### src/rtl/window_reader.sv
// rtl/window_reader.sv - 3x3 sliding window generator over a raster pixel stream with two line memories.
// Optional centre-coordinate outputs are enabled by defining WINDOW_READER_COORD_EN.
module window_reader #(
   parameter int PIXEL_DEPTH = 8,
   parameter int WIDTH       = 8,
   parameter int HEIGHT      = 8
) (
   input  logic                     clk,
   input  logic                     rst,
   input  logic                     in_valid,
   input  logic                     in_sof,
   input  logic [PIXEL_DEPTH-1:0]   in_pixel,
   output logic                     out_valid,
   output logic [9*PIXEL_DEPTH-1:0] out_window,
`ifdef WINDOW_READER_COORD_EN
   output logic [$clog2(WIDTH)-1:0]  out_x,
   output logic [$clog2(HEIGHT)-1:0] out_y,
`endif
   output logic                     frame_done
);

   localparam int XW = $clog2(WIDTH);
   localparam int YW = $clog2(HEIGHT);

   logic [PIXEL_DEPTH-1:0] line0 [WIDTH];
   logic [PIXEL_DEPTH-1:0] line1 [WIDTH];
   logic [PIXEL_DEPTH-1:0] taps  [3][3];

   logic [XW-1:0]          x_q, cur_x, nxt_x;
   logic [YW-1:0]          y_q, cur_y, nxt_y;
   logic [PIXEL_DEPTH-1:0] rd0, rd1;
   logic                   last_x, last_y, emit;

   // Start-of-frame overrides the counters for the pixel that carries it.
   always_comb begin
      cur_x  = in_sof ? '0 : x_q;
      cur_y  = in_sof ? '0 : y_q;
      rd0    = line0[cur_x];
      rd1    = line1[cur_x];
      last_x = (cur_x == XW'(WIDTH - 1));
      last_y = (cur_y == YW'(HEIGHT - 1));
      emit   = (cur_x >= XW'(2)) && (cur_y >= YW'(2));
      nxt_x  = last_x ? '0 : cur_x + XW'(1);
      nxt_y  = cur_y;
      if (last_x) begin
         nxt_y = last_y ? '0 : cur_y + YW'(1);
      end
   end

   always_ff @(posedge clk) begin
      if (!rst && in_valid) begin
         line1[cur_x] <= rd0;
         line0[cur_x] <= in_pixel;
      end
   end

   always_ff @(posedge clk) begin
      if (rst) begin
         x_q        <= '0;
         y_q        <= '0;
         out_valid  <= 1'b0;
         frame_done <= 1'b0;
         for (int r = 0; r < 3; r++) begin
            for (int c = 0; c < 3; c++) begin
               taps[r][c] <= '0;
            end
         end
      end else begin
         out_valid  <= 1'b0;
         frame_done <= 1'b0;
         if (in_valid) begin
            x_q        <= nxt_x;
            y_q        <= nxt_y;
            out_valid  <= emit;
            frame_done <= last_x && last_y;
            for (int r = 0; r < 3; r++) begin
               taps[r][0] <= taps[r][1];
               taps[r][1] <= taps[r][2];
            end
            taps[0][2] <= rd1;
            taps[1][2] <= rd0;
            taps[2][2] <= in_pixel;
         end
      end
   end

   always_comb begin
      out_window = '0;
      for (int r = 0; r < 3; r++) begin
         for (int c = 0; c < 3; c++) begin
            out_window[(r*3+c)*PIXEL_DEPTH +: PIXEL_DEPTH] = taps[r][c];
         end
      end
   end

`ifdef WINDOW_READER_COORD_EN
   // Centre is one column and one row behind the newest pixel.
   always_ff @(posedge clk) begin
      if (rst) begin
         out_x <= '0;
         out_y <= '0;
      end else if (in_valid && emit) begin
         out_x <= cur_x - XW'(1);
         out_y <= cur_y - YW'(1);
      end
   end
`endif

endmodule

### config.mk
export PLATFORM = sky130hd
export DESIGN_NAME = window_reader
export DESIGN_NICKNAME = d
export VERILOG_FILES = /design/src/rtl/window_reader.sv
export SDC_FILE = /design/constraint.sdc
export NUM_CORES = 1
export LEC_CHECK = 0
export CAP_MARGIN = 15
export CORE_MARGIN = 8
export CORE_UTILIZATION = 59
export CTS_BUF_LIST = sky130_fd_sc_hd__clkbuf_2
export DETAILED_ROUTE_END_ITERATION = 8
export GPL_ROUTABILITY_DRIVEN = 0
export PLACE_DENSITY = 0.83
export REMOVE_ABC_BUFFERS = 1
export SLEW_MARGIN = 20
export SYNTH_ARGS = -nofsm -noshare
export SYNTH_HDL_FRONTEND = slang
export SYNTH_SLANG_ARGS = --single-unit
### constraint.sdc
create_clock -name clk -period 4.45 [get_ports clk]
set_clock_uncertainty 0.1 [all_clocks]
set_input_delay 0.89 -clock clk [delete_from_list [all_inputs] [get_ports clk]]
set_output_delay 0.89 -clock clk [all_outputs]
set_load 0.02 [all_outputs]
==> run_results.csv <==
group,metric,value,unit
finish,nFillCells,946,
yosys,postSynthCellCount,516,
yosys,yosysMostFrequentCell,"edfxtp_1",
die,die_h,134,um
yosys,synthFlopType,"edfxtp_1",
critical_path,arrival,3.38,ns
yosys,synth_commonest_cells,"edfxtp_1 (200), and2_1 (56), mux2i_1 (49)",
sta,worst_slack,1.42,ns
power,p_total,0.00377,W
finish,final_util,70.8,%
detailed_routing,wl_per_cell,19.1,um
finish,final_area,9760,um2
worst_hold_path,hp-class,"reg -> reg",
grt,antenna_found_initial,1,
power,power.density,386,nW/um2
critical_path,cp.required,4.80,ns
detailed_routing,ant_nets,0,
critical_path,crit_start,"in_sof",
die,die_x,134,um
sta,slew_headroom,32.3,%
clock_network,cts_sinks,208,
yosys,yosys.area.top_type_share,72.6,%
yosys,ys.warnings.count,0,
die,dieArea,18100,um2
detailed_routing,wl,16.3,mm
clock_network,cts_tree,"done",
sta,finalSetupViolCount,0,
power,clkPwrFrac,31.7,%
power,sequentialPowerShare,59.8,%
status,status,"finished clean",
yosys,synth_edf_count,200,
critical_path,crit_fanout,19,
grt,grt_overflow,0,
placed_design,dp_slack,0.727,ns
critical_path,start_kind,"input pin",
sta,finalHoldViolations,0,
clock_network,cts-buffers-inserted,48,
worst_hold_path,worstHoldStart,"y_q[1]$_SDFFE_PP0P_",
grt,grt_pass1_vias,4928,
power,peakVddDrop,212,uV
die,ios,86,
sta,grt_setup_unrepaired,"false",
yosys,ys_ff_latch,208,
flow_run,drv_cap,0,
clock_network,cts_setup_buffers,0,
clock_network,ctsLongestPathBuffers,3,
clock_network,hold_buffers,0,
clock_network,cts-root-buf,"clkbuf_2",
yosys,syn_area_per_cell,16.0,um2
finish,drive_gt1_share,15.5,%
die,rows,43,
power,pwr-share-comb,8.6,%
clock_network,clk_pin_slew,0.10,ns
detailed_routing,drc,0,
die,core,13800,um2
sta,tns,0,ns
power,p_leak,3.50,nW
finish,nets,649,
sta,fin_crit_sh,68.1,%
power,p_switching,0.000917,W
yosys,seq_area_frac_synth,74.5,%
detailed_routing,drt_iter0_drc,436,
placed_design,hpwlAfterDp,9.83,mm
placed_design,detailed_place.area,9300,um2
critical_path,criticalPathCategory,"in -> reg",
sta,min_period,3.03,ns
die,initial_core_util,60.1,%
yosys,synth_top_area_cell,"edfxtp_1",
clock_network,post_cts_resized,0,
grt,grt_max_degree,73,
grt,grt.total_usage,18.0,%
yosys,netlist_top_cells_area,"edfxtp_1 (73%), mux2i_1 (5.9%), and2_1 (4.2%), dfxtp_1 (1.9%), nand3b_1 (1.6%)",
critical_path,endpoint_kind,"register",
grt,grt_pass1_wl,25.3,mm
placed_design,io_buffer_count,85,
critical_path,r2r-start,"x_q[0]$_SDFFE_PP0P_",
detailed_routing,vias,4833,
sta,worst_pin_slew,1.02,ns
sta,fmax,330,MHz
power,internal_power,0.00285,W
yosys,synthDistinctLibCells,35,
clock_network,clock_latency,0.77,ns
yosys,synthArstFlopShare,0,%
detailed_routing,vias_per_cell,5.67,
finish,area_delta_synth_final,17.9,%
detailed_routing,first_pass_iters,5,
yosys,syn_area,8270,um2
clock_network,ctsHtreeMaxLevel,2,
sta,slew_violations,0,
power,swShare,24.3,%
==> placed cells by master (no fill, tap or decap), types with 2 or more instances in the layout <==
cell,n
o21ai_0,18
nand2b_1,19
nor3_2,2
or3b_1,2
ha_1,4
nor2_1,8
or3_1,7
inv_1,4
nor2b_1,3
o22ai_1,15
dfxtp_1,7
nor4_2,4
and2_1,56
a21oi_1,18
clkbuf_2,74
nand3b_1,18
mux2i_1,49
buf_4,15
clkdlybuf4s50_1,85
a32oi_1,2
o31a_1,15
diode_2,2
clkinv_1,13
edfxtp_1,200
nand2_1,19
==> metrics by stage <==
stage          hold slack [ns]  std cells
3_5_place_dp             0.366        763
5_1_grt                  0.406        853
2_1_floorplan            0.332        483
6_report                 0.375        853
3_3_place_gp             0.353        763
4_1_cts                  0.378        851
==> worst paths after layout <==
check,end,slack (ns),cells past startpoint
max,line1[5][7]$_DFFE_PP_,1.42,4
min,y_q[1]$_SDFFE_PP0P_,0.38,2
max reg2reg,line1[4][1]$_DFFE_PP_,1.70,4
min reg2reg,y_q[1]$_SDFFE_PP0P_,0.38,2
==> worst max-delay path, stage by stage <==
cell and delay, ns:
clkdlybuf4s50_1 0.94, or3b_1 0.73, o22ai_1 0.25, or3_2 0.56
==> area by class of cell <==
| class | count | area [um2] | share of cell area [%] |
|---|---|---|---|
| Clock buffer | 74 | 370 | 3.80 |
| Tap cell | 180 | 225 | 2.31 |
| Clock inverter | 14 | 78.8 | 0.808 |
| Sequential cell | 208 | 6170 | 63.2 |
| Inverter | 4 | 15.0 | 0.154 |
| Multi-Input combinational cell | 271 | 1930 | 19.8 |
| Timing Repair Buffer | 100 | 963 | 9.88 |
| Antenna cell | 2 | 5.00 | 0.0513 |
==> registers in the layout (all words and copies together), names as in the netlist <==
signal / count
taps: 72
line0: 64
y_q: 3
frame_done: 1
out_valid: 1
x_q: 3
line1: 64
==> power groups by stage <==
| stage | clock network [W] | logic, W | registers (W) |
|---|---|---|---|
| 6_report | 0.00119 | 0.000323 | 0.00225 |
| 5_1_grt | 0.00132 | 0.000344 | 0.00226 |
| 4_1_cts | 0.00122 | 0.000326 | 0.00225 |
| 3_5_place_dp | 0 | 0.000325 | 0.00230 |
| 3_3_place_gp | 0 | 0.000314 | 0.00229 |
| 2_1_floorplan | 0 | 0.000110 | 0.00236 |
==> cells by family (layout without fill, tap and decap cells) <==
family | after synthesis | after routing | synth area share (%)
flops | 208 | 208 | 74.5
buf+inv | 37 | 192 | 2.72
compound gates | 73 | 73 | 5.67
simple gates | 145 | 145 | 10.6
mux | 49 | 49 | 5.93
other cells | 0 | 2 | 0
fa+ha+maj | 4 | 4 | 0.605
==> metal layers <==
layer	global-route usage (%)	vias to the layer above	part of all wire [%]
met1	21.2	2368	40
met5	0	-	0
met4	8.86	0	2.1
li1	-	2221	-
met3	5.35	32	7.5
met2	29.6	212	50
No activity file was read; power rests on OpenSTA's default activity.
